<file path="src/rtl/imem_loader_if.sv">
// Byte-stream input and instruction-memory write port of the boot loader.
// The loader takes the slave modport; the byte source / memory side takes master.
interface imem_loader_if #(
    parameter int ADDR_W = 8,
    parameter int WIDTH  = 32
);
    logic              in_valid;
    logic [7:0]        in_data;
    logic              in_ready;
    logic              mem_we;
    logic [ADDR_W-1:0] mem_addr;
    logic [WIDTH-1:0]  mem_wdata;

    modport master (
        output in_valid, in_data,
        input  in_ready, mem_we, mem_addr, mem_wdata
    );

    modport slave (
        input  in_valid, in_data,
        output in_ready, mem_we, mem_addr, mem_wdata
    );
endinterface

</file>
<file path="src/rtl/imem_loader.sv">
// Boot-time instruction memory loader: length-prefixed byte stream in, 32-bit
// word writes out, CPU held in reset until an image with a good XOR checksum lands.
//
// state  | meaning
// IDLE   | waiting for start, CPU held in reset
// LEN_LO | expecting low byte of word count
// LEN_HI | expecting high byte of word count
// DATA   | assembling little-endian words and writing them
// CHECK  | expecting XOR checksum byte
// DONE   | image good, CPU released
// ERROR  | length overflow or bad checksum, CPU held in reset
module imem_loader #(
    parameter int DEPTH  = 256,
    parameter int WIDTH  = 32,
    parameter int ADDR_W = $clog2(DEPTH)
) (
    input  logic              clk,
    input  logic              rst,
    input  logic              start,
    imem_loader_if.slave      bus,
    output logic              cpu_rst,
    output logic              busy,
    output logic              done,
    output logic              error,
    output logic [ADDR_W:0]   words_loaded
);
    typedef enum logic [2:0] {
        S_IDLE, S_LEN_LO, S_LEN_HI, S_DATA, S_CHECK, S_DONE, S_ERROR
    } state_t;

    localparam logic [16:0] DEPTH_L = 17'(DEPTH);

    state_t          state;
    logic [7:0]      len_lo;
    logic [16:0]     len;
    logic [7:0]      chk;
    logic [1:0]      byte_idx;
    logic [23:0]     wbuf;
    logic            accept;
    logic [ADDR_W:0] wl_next;
    logic [16:0]     len_rx;

    assign accept  = bus.in_valid & bus.in_ready;
    assign wl_next = words_loaded + {{ADDR_W{1'b0}}, 1'b1};
    assign len_rx  = {1'b0, bus.in_data, len_lo};

    always_ff @(posedge clk or posedge rst) begin
        if (rst) begin
            state         <= S_IDLE;
            cpu_rst       <= 1'b1;
            bus.in_ready  <= 1'b0;
            bus.mem_we    <= 1'b0;
            bus.mem_addr  <= '0;
            bus.mem_wdata <= '0;
            busy          <= 1'b0;
            done          <= 1'b0;
            error         <= 1'b0;
            words_loaded  <= '0;
            len_lo        <= '0;
            len           <= '0;
            chk           <= '0;
            byte_idx      <= '0;
            wbuf          <= '0;
        end else begin
            bus.mem_we <= 1'b0;
            case (state)
                S_IDLE, S_DONE, S_ERROR: begin
                    if (start) begin
                        state        <= S_LEN_LO;
                        bus.in_ready <= 1'b1;
                        busy         <= 1'b1;
                        done         <= 1'b0;
                        error        <= 1'b0;
                        cpu_rst      <= 1'b1;
                        words_loaded <= '0;
                        chk          <= '0;
                        byte_idx     <= '0;
                    end
                end
                S_LEN_LO: begin
                    if (accept) begin
                        len_lo <= bus.in_data;
                        chk    <= chk ^ bus.in_data;
                        state  <= S_LEN_HI;
                    end
                end
                S_LEN_HI: begin
                    if (accept) begin
                        chk <= chk ^ bus.in_data;
                        len <= len_rx;
                        if (len_rx > DEPTH_L) begin
                            state        <= S_ERROR;
                            bus.in_ready <= 1'b0;
                            busy         <= 1'b0;
                            error        <= 1'b1;
                        end else if (len_rx == 17'd0) begin
                            state <= S_CHECK;
                        end else begin
                            state <= S_DATA;
                        end
                    end
                end
                S_DATA: begin
                    if (accept) begin
                        chk      <= chk ^ bus.in_data;
                        byte_idx <= byte_idx + 2'd1;
                        if (byte_idx == 2'd3) begin
                            // Write goes out the cycle after the 4th byte; a
                            // following CHK byte may be accepted in parallel.
                            bus.mem_we    <= 1'b1;
                            bus.mem_addr  <= words_loaded[ADDR_W-1:0];
                            bus.mem_wdata <= WIDTH'({bus.in_data, wbuf});
                            words_loaded  <= wl_next;
                            if (17'(wl_next) == len)
                                state <= S_CHECK;
                        end else begin
                            wbuf <= {bus.in_data, wbuf[23:8]};
                        end
                    end
                end
                S_CHECK: begin
                    if (accept) begin
                        bus.in_ready <= 1'b0;
                        busy         <= 1'b0;
                        if (bus.in_data == chk) begin
                            state   <= S_DONE;
                            done    <= 1'b1;
                            cpu_rst <= 1'b0;
                        end else begin
                            state <= S_ERROR;
                            error <= 1'b1;
                        end
                    end
                end
                default: state <= S_IDLE;
            endcase
        end
    end
endmodule

</file>
<file path="src/flat_wrapper.sv">
// flat-port wrapper written by rule: the top's interface ports become plain ports
module imem_loader_flat 
#(
    parameter int DEPTH  = 256,
    parameter int WIDTH  = 32,
    parameter int ADDR_W = $clog2(DEPTH)
)
  (clk, rst, start, cpu_rst, busy, done, error, words_loaded, bus_in_valid, bus_in_data, bus_in_ready, bus_mem_we, bus_mem_addr, bus_mem_wdata);
  imem_loader_if #(.ADDR_W(ADDR_W), .WIDTH(WIDTH)) bus_i ();
  input  logic clk;
  input  logic rst;
  input  logic start;
  output logic cpu_rst;
  output logic busy;
  output logic done;
  output logic error;
  output logic [ADDR_W:0] words_loaded;
  input wire logic [$bits(bus_i.in_valid)-1:0] bus_in_valid;
  input wire logic [$bits(bus_i.in_data)-1:0] bus_in_data;
  output wire logic [$bits(bus_i.in_ready)-1:0] bus_in_ready;
  output wire logic [$bits(bus_i.mem_we)-1:0] bus_mem_we;
  output wire logic [$bits(bus_i.mem_addr)-1:0] bus_mem_addr;
  output wire logic [$bits(bus_i.mem_wdata)-1:0] bus_mem_wdata;
  assign bus_i.in_valid = bus_in_valid;
  assign bus_i.in_data = bus_in_data;
  assign bus_in_ready = bus_i.in_ready;
  assign bus_mem_we = bus_i.mem_we;
  assign bus_mem_addr = bus_i.mem_addr;
  assign bus_mem_wdata = bus_i.mem_wdata;
  imem_loader #(.DEPTH(DEPTH), .WIDTH(WIDTH), .ADDR_W(ADDR_W)) u_core (.clk(clk), .rst(rst), .start(start), .bus(bus_i), .cpu_rst(cpu_rst), .busy(busy), .done(done), .error(error), .words_loaded(words_loaded));
endmodule
</file>
<file path="config.mk">
export PLATFORM = sky130hd
export DESIGN_NAME = imem_loader_flat
export DESIGN_NICKNAME = d
export VERILOG_FILES = /design/src/rtl/imem_loader_if.sv /design/src/rtl/imem_loader.sv /design/src/flat_wrapper.sv
export SDC_FILE = /design/constraint.sdc
export NUM_CORES = 1
export LEC_CHECK = 0
export ABC_CLOCK_PERIOD_IN_PS = 2900
export CORE_MARGIN = 2
export CORE_UTILIZATION = 57
export DETAILED_ROUTE_END_ITERATION = 8
export DONT_BUFFER_PORTS = 1
export GPL_TIMING_DRIVEN = 0
export HOLD_SLACK_MARGIN = 0.06
export PLACE_DENSITY = 0.75
export SYNTH_ARGS = -nofsm -noshare
export SYNTH_HDL_FRONTEND = slang
export SYNTH_SLANG_ARGS = --single-unit
</file>
<file path="constraint.sdc">
create_clock -name clk -period 2.9 [get_ports clk]
set_input_delay 0.145 -clock clk [delete_from_list [all_inputs] [get_ports clk]]
set_output_delay 0.145 -clock clk [all_outputs]
set_load 0.01 [all_outputs]
</file>
* Word-level counts from Yosys, hierarchy flattened
Index checks and enable logic that the tools add are counted.
** Cells by class
- Add/sub/neg operators :: 2
- $lt $le $gt $ge :: 1
- Eq/ne operators :: 20
- Mux-type cells :: 41
- Bitwise operators :: 3
- Reduce and logical (&&, ||, !) cells :: 19
** Operator list (number)
- 2-to-1 mux 3 bit :: 9
- 2-to-1 mux 9 bit :: 3
- inequality test 2 x 1 -> 1 bit (second input constant) :: 9
- case mux 9 bit (2 select lines) :: 1
- zero test 17 bit :: 1
- == test 9 x 16 -> 1 bit :: 1
- > comparator 16 x 9 -> 1 bit (second input constant) :: 1
- 2-to-1 mux 1 bit :: 16
- 2-to-1 mux 8 bit :: 2
- case mux 8 bit (2 select lines) :: 1
- case mux 3 bit (5 select lines) :: 1
- AND reduction 3 bit :: 4
- adder 9 x 1 -> 9 bit (second input constant) :: 1
- == test 3 bit (second input constant) :: 3
- == test 8 bit :: 1
- AND reduction 4 bit :: 2
- XOR 8 bit :: 1
- AND reduction 7 bit :: 1
- == test 3 x 2 -> 1 bit (second input constant) :: 2
- 2-to-1 mux 2 bit :: 3
- case mux 1 bit (3 select lines) :: 2
- AND reduction 6 bit :: 1
- nonzero test 2 bit :: 3
- OR reduction 3 bit :: 2
- other kinds (12) :: 15
** Storage, ports and cells
- Bits in registers :: 115
- Bits of input ports :: 12
- Output and inout port bits :: 55
- Logic and storage cells :: 100

* Logic depth before layout (Yosys ltp)
Gate-level depths: netlist of the first run.
- Depth after elaboration :: 6
- Depth in mapped cells :: 8
- Gate-level depth less buffers :: 7

* Least setup slack after synthesis of the first run
No wires, ideal clock.
- Kind :: register to register
- From :: register u_core.words_loaded[0]
- To :: register u_core.state[1]
- Library setup time :: 0.133 ns
- Arrival time :: 1.893 ns
- Data required time :: 2.767 ns
- Slack :: 0.875 ns
- Stages on the path, launching flop included :: 7
- Path buffers :: 0
- Clock period less this slack :: 2.025 ns
- Cell sequence :: dfrtp_1 > ha_1 > xnor2_1 > nand4_1 > or4_4 > o311ai_2 > a31oi_1
** Between the ends
- Cells in the longest elaborated chain, start to end :: 4
** RTL lines
- start: declaration :: line imem_loader.sv:25 : output logic [ADDR_W:0] words_loaded
- start signal: assignment :: line imem_loader.sv:113 : words_loaded <= wl_next;
- adder 9 x 1 -> 9 bit :: line imem_loader.sv:44 : assign wl_next = words_loaded + {{ADDR_W{1'b0}}, 1'b1};
- == test 9 x 16 -> 1 bit :: line imem_loader.sv:114 : if (17'(wl_next) == len)
- inequality test 2 x 1 -> 1 bit (no source line)
- AND reduction 7 bit (no source line)
- end signal: assignment :: line imem_loader.sv:49 : state <= S_IDLE;
- end signal: assignment :: line imem_loader.sv:115 : state <= S_CHECK;
- end signal: assignment :: line imem_loader.sv:126 : state <= S_DONE;
- end: declaration :: line imem_loader.sv:33 : state_t state;
No other way between the ends.
A chain may end at the register's enable or synchronous reset.

* Worst setup path in the final report of the first run
Same ends and word-level chain as after synthesis.

==> results of run 1 <==
where the power goes:
part | switching (mW) | internal [mW]
logic | 0.204 | 0.238
clock network | 0.776 | 1.35
registers | 0.187 | 1.80
total | 1.17 | 3.39
synthesized netlist by cell type, types with 4 or more instances:
library cell and instances:
o21ai_0 31, dfrtp_1 114, o31ai_1 6, xor2_1 9, a31oi_1 4, nand2_1 147
nor2_1 17, mux2_2 48, nand3_1 7, xnor2_1 10, clkbuf_1 8, nor4_1 6
buf_4 6, buf_1 4, inv_1 8, o2bb2ai_1 8, nand4_1 4, buf_2 5
nor2b_1 4, nand2b_1 10
logic make-up after synthesis:
logic type               synth area share
multiplexers                        0.106
AO/OA/AOI/OAI                      0.0864
buffers and inverters              0.0322
AND/OR/NAND/NOR                     0.185
XOR/XNOR                           0.0320
flip-flops                          0.554
adder cells (fa/ha/maj)           0.00481
sequential cells by signal, indices dropped and copies added (netlist names):
register / cells
u_core.bus.mem_wdata: 32
u_core.wbuf: 24
u_core.len: 16
u_core.words_loaded: 9
u_core.bus.mem_addr: 8
u_core.chk: 8
u_core.len_lo: 8
u_core.state: 3
u_core.byte_idx: 2
u_core.bus.in_ready: 1
u_core.bus.mem_we: 1
u_core.cpu_rst: 1
u_core.done: 1
u_core.error: 1
worst reg2reg max path, stage by stage, from the launching register on:
cell and delay, ns:
dfrtp_1 0.53, ha_1 0.40, xnor2_1 0.16, nand4_1 0.14
or4_4 0.58, o311ai_2 0.25, a31oi_1 0.12
worst max path at each step:
stage	cells past startpoint	end	start
floorplan	6	u_core.state[1]	u_core.words_loaded[0]
global placement	6	u_core.state[1]	u_core.words_loaded[0]
detailed placement	6	u_core.state[1]	u_core.words_loaded[0]
CTS	6	u_core.state[1]	u_core.words_loaded[0]
global route	6	u_core.state[1]	u_core.words_loaded[0]
finish	6	u_core.state[1]	u_core.words_loaded[0]
per-stage QoR:
stage / total power, mW / setup slack, ns / hold slack [ns] / utilization
after floorplan: 2.29 / 0.875 / 0.250 / -
after global placement: 2.38 / 0.641 / 0.256 / 0.609
after detailed placement: 2.43 / 0.622 / 0.00397 / 0.617
after CTS: 4.56 / 0.614 / 0.0684 / 0.696
after global routing: 4.71 / 0.492 / 0.0908 / 0.696
final: 4.56 / 0.597 / 0.0688 / 0.696
layer usage:
layer  track usage  vias up  routed length [microns]
li1              -     1779                        -
met2         0.392      145                     5590
met3        0.0752       19                      958
met1         0.347     1887                     5050
met5             0        -                        0
met4         0.101        0                      177
area by class of cell:
cell class                      count  share of cell area
Buffer                             25              0.0219
Sequential cell                   115               0.472
Clock inverter                     13              0.0283
Timing Repair Buffer               12              0.0258
Multi-Input combinational cell    353               0.353
Antenna cell                        1            0.000410
Tap cell                          108              0.0221
Clock buffer                       19              0.0707
Inverter                            9             0.00615
layout by cell type, fill, tap and decap left out, drive strengths merged, types with 9 or more instances in the layout:
master and count:
clkbuf 28, o21ai 33, dfrtp 114, xnor2 10, dlygate4sd3 9, nand2 147, xor2 9, inv 13
mux2 48, nor2 17, nand2b 10, buf 19
timing repair:
action | in CTS | in global routing
hold buffers | 9 | 0
hold endpoints to repair | 109 | 0
setup buffers | 0 | 0
==> impl_metrics.yaml, run 1 <==
outcome:
  status: "finished clean"
clock_tree:
  cts_num_sinks: 115
  clockBufferDepth: 2
  cts_buffers: 17
  cts_htree_levels: 4
  path_clk_slew_ns: 0.06
  clockRootBuffer: "clkbuf_8"
  insertion_delay_ns: 0.53
  ctsResizeCount: 0
  cts_tree: "yes"
timing:
  fin_crit_sh: 0.794
  slew_headroom: 0.287
  clock.fmax_mhz: 434
  hold_violations: 0
  rsz0062_at_grt: "no"
  slew_violations: 0
  skew_ns: 0.00693
  finalCriticalPeriod_ns: 2.30
  finalSetupViolCount: 0
  max_slew.worst_pin.slew_ns: 1.06
  tns_ns: 0
setup_path:
  cp.required_ns: 3.30
  cp.arrival_ns: 2.70
  path_delay_family: "simple AND/OR/NAND/NOR gates"
  crit_chain: "ha_1 > xnor2_1 > nand4_1 > or4_4 > o311ai_2 > a31oi_1"
  critPathMaxFanout: 7
  cpPeakStageDelay_ns: 0.58
  ff2ff_setup_slack_ns: 0.60
  r2r-start: "u_core.words_loaded[0]"
  path_buf_inv: 0
  r2r_end: "u_core.state[1]"
  cp_slowest_cell: "or4_4"
  path_class: "reg -> reg"
  endpoint_kind: "flip-flop"
  rr_worst_depth: 6
  critPathLaunchType: "flip-flop"
global_routing:
  grt_pass1_vias: 3766
  grt_util_all_layers: 0.256
  grt_overflow: 0
  grt_max_degree: 45
  antenna_found_initial: 1
  grt_pass1_wl_microns: 19500
finish:
  final_nets: 547
  instances_no_fill: 655
  area_growth_pct: 17.4
  seq_area_sq_um: 2880
  drive_above_1_share: 0.190
  multiInputGateArea_sq_um: 2150
  fillers: 612
  final_design_area_no_fill_sq_um: 6100
drt:
  ant_nets: 0
  post_drt_via_cell_ratio: 5.85
  remaining_drc_errors: 0
  dr.pass1.iters: 4
  vias: 3830
  wl_microns: 11800
  drtIter0Drc: 185
  wl_per_cell_microns: 18.0
pwr:
  power_density_nw_per_um2: 747
  leakagePower_nw: 2.98
  ir_drop_mv: 0.429
placed_design:
  dp_cells: 613
  place_area_sq_um: 5410
  dp_hpwl_microns: 7660
  port_buffers: 0
  place.gp.congestion: 0.809
floorplan:
  ios: 67
  start_util: 0.593
  die_width_microns: 99.5
  dieArea_sq_um: 9900
  die_h_microns: 99.5
  rows: 34
  core-area_sq_um: 8760
synthesis:
  synth_nets: 516
  synth_edf_count: 0
  synth-seq-cells: 115
  synth_top_cell_area_share: 0.549
  synthArstFlopShare: 1.00
  synth_area_per_cell_sq_um: 10.4
  synthTopCellsByArea: "dfrtp_1 (55%), nand2_1 (11%), mux2_2 (10%)"
  synth-main-ff-cell: "dfrtp_1"
  yosysSeqAreaShare: 0.554
  netlist_area_sq_um: 5200
  synth_cells: 502
  yosys.area.top_type: "dfrtp_1"
  synth_warnings: 0
  synth_cell_types: 52
job:
  cap_violations: 0
hold_path:
  hp-class: "in -> async"
No activity file was read; power rests on OpenSTA's default activity.
==> inputs of run 2 (changes only) <==
Settings changed: ABC_CLOCK_PERIOD_IN_PS 2900 to 2090.
Clock period 2.9 ns to 2.09 ns, I/O delays scaled along.
==> run 2 against run 1 <==
  * Sequential cell count stayed put
  * Final cell count is 0.31% higher
  * Worst setup slack worse by 0.56 ns
  * Combinational power is 43% higher
  * Final area rose by 2.4%
  * Register-to-register slack worse by 0.56 ns
  * Routed wire length rose by 2.6%
  * Total power grew 39%
  * First-iteration DRC count up 14%
  * Clock skew increased by 0.0035 ns
==> impl_metrics.yaml, run 2 (synthesized netlist as in run 1, its figures left out) <==
outcome:
  status: "finished clean"
setup_path:
  cp.required_ns: 2.49
  cp.arrival_ns: 2.46
  path_class: "reg -> reg"
  critPathMaxFanout: 8
  ff2ff_setup_slack_ns: 0.03
  endpoint_kind: "flip-flop"
  critPathLaunchType: "flip-flop"
timing:
  whs_ns: 0.116
  clock.fmax_mhz: 486
  skew_ns: 0.0104
  rsz0062_at_grt: "yes"
  slew_violations: 0
  slew_headroom: 0.543
  hold_violations: 0
  fin_crit_sh: 0.984
  finalSetupViolCount: 0
  max_slew.worst_pin.slew_ns: 0.680
  finalCriticalPeriod_ns: 2.06
  fin_ws_ns: 0.0331
pwr:
  ir_drop_mv: 0.608
  p_seq_frac: 0.436
  leakagePower_nw: 3.03
  combPwrFrac: 0.100
  switching_share: 0.256
  clock_power_share: 0.464
  switchingPower_mw: 1.62
  intPower_mw: 4.71
  power_density_nw_per_um2: 1010
  p_total_mw: 6.34
finish:
  instances_no_fill: 657
  area_growth_pct: 20.2
  top_register: "u_core.bus.mem_wdata"
  drive_above_1_share: 0.228
  reg_top3: "u_core.bus.mem_wdata x32, u_core.wbuf x24, u_core.len x16"
  largest_reg_flops: 32
  final_nets: 550
  diodes: 0
  fin_util: 0.713
  mostFrequentLayoutCells: "nand2_1 (146), dfrtp_1 (111), mux2_2 (48)"
  final_common_cell: "nand2_1"
placed_design:
  place_ws_ns: -0.188
  dp_cells: 613
  port_buffers: 0
  place.gp.congestion: 0.809
  dp_hpwl_microns: 7660
global_routing:
  grt_pass1_wl_microns: 19600
  grt_pass1_vias: 3778
  grt_max_degree: 45
  grt_util_all_layers: 0.257
  antenna_found_initial: 0
  grt_overflow: 0
drt:
  remaining_drc_errors: 0
  wl_per_cell_microns: 18.4
  ant_nets: 0
  wl_microns: 12100
  dr.pass1.iters: 5
  drtIter0Drc: 210
  vias: 3894
  post_drt_via_cell_ratio: 5.93
job:
  cap_violations: 0
clock_tree:
  cts_num_sinks: 115
  cts_htree_levels: 4
  clockBufferDepth: 2
  clockRootBuffer: "clkbuf_8"
  path_clk_slew_ns: 0.06
  cts_tree: "yes"
  insertion_delay_ns: 0.53
  cts_buffers: 17
floorplan:
  rows: 34
  ios: 67
  core-area_sq_um: 8760
  dieArea_sq_um: 9900
  die_h_microns: 99.5
  start_util: 0.593
  die_width_microns: 99.5
hold_path:
  hp-class: "in -> async"
-- run 2: timing repair --
item | in CTS | in global routing
setup endpoints to repair | 79 | 67
setup buffers | 0 | 2
hold buffers | 11 | 0
endpoints found under the hold margin | 111 | 0
resized for setup | 15 | 18
pin swaps | 2 | 3
-- run 2: worst max-delay path, cell delays in order, from the launching register on --
cell	delay, ns
dfrtp_1	0.40
buf_4	0.18
nand2_1	0.10
nor3_4	0.23
xnor2_1	0.09
or4_4	0.59
o311ai_4	0.24
a31oi_1	0.11
-- run 2: cell type report --
cell class,count,area [sq um]
flip-flops and latches,115,2880
fillers,584,2510
multi-input cells,353,2240
clock buffers,19,432
repair buffers,16,193
clock inverters,13,173
plain buffers,24,154
well taps,108,135
inverters,9,37.5
-- run 2: final timing paths --
kind | start | end | cells after the start
worst max register to register | u_core.words_loaded[2] | u_core.state[1] | 7
worst min register to register | u_core.wbuf[4] | u_core.bus.mem_wdata[4] | 2
worst max-delay path | u_core.words_loaded[2] | u_core.state[1] | 7
worst min-delay path | rst | u_core.bus.mem_wdata[27] | 3
min in group clk | bus_in_data[7] | u_core.state[1] | 5
max in group asynchronous | rst | u_core.words_loaded[4] | 3
-- run 2: power by group through the flow --
stage,clock network [mW],registers (mW),logic (mW)
after global placement,0,2.77,0.533
final,2.94,2.76,0.634
after CTS,2.96,2.76,0.627
after global routing,3.07,2.80,0.702
after detailed placement,0,2.79,0.580
after floorplan,0,2.70,0.479
-- run 2: metal layers --
layer / track usage / wire length, microns
met3: 0.0717 / 882
met2: 0.402 / 5700
met4: 0.0938 / 185
met1: 0.346 / 5320
met5: 0 / 0
-- run 2: stage by stage --
stage / cell area, sq um / TNS (ns)
after floorplan: 5200 / 0
after global placement: 5340 / -3.43
after detailed placement: 5410 / -5.18
after CTS: 6170 / -0.00818
after global routing: 6250 / -0.0403
final: 6250 / 0
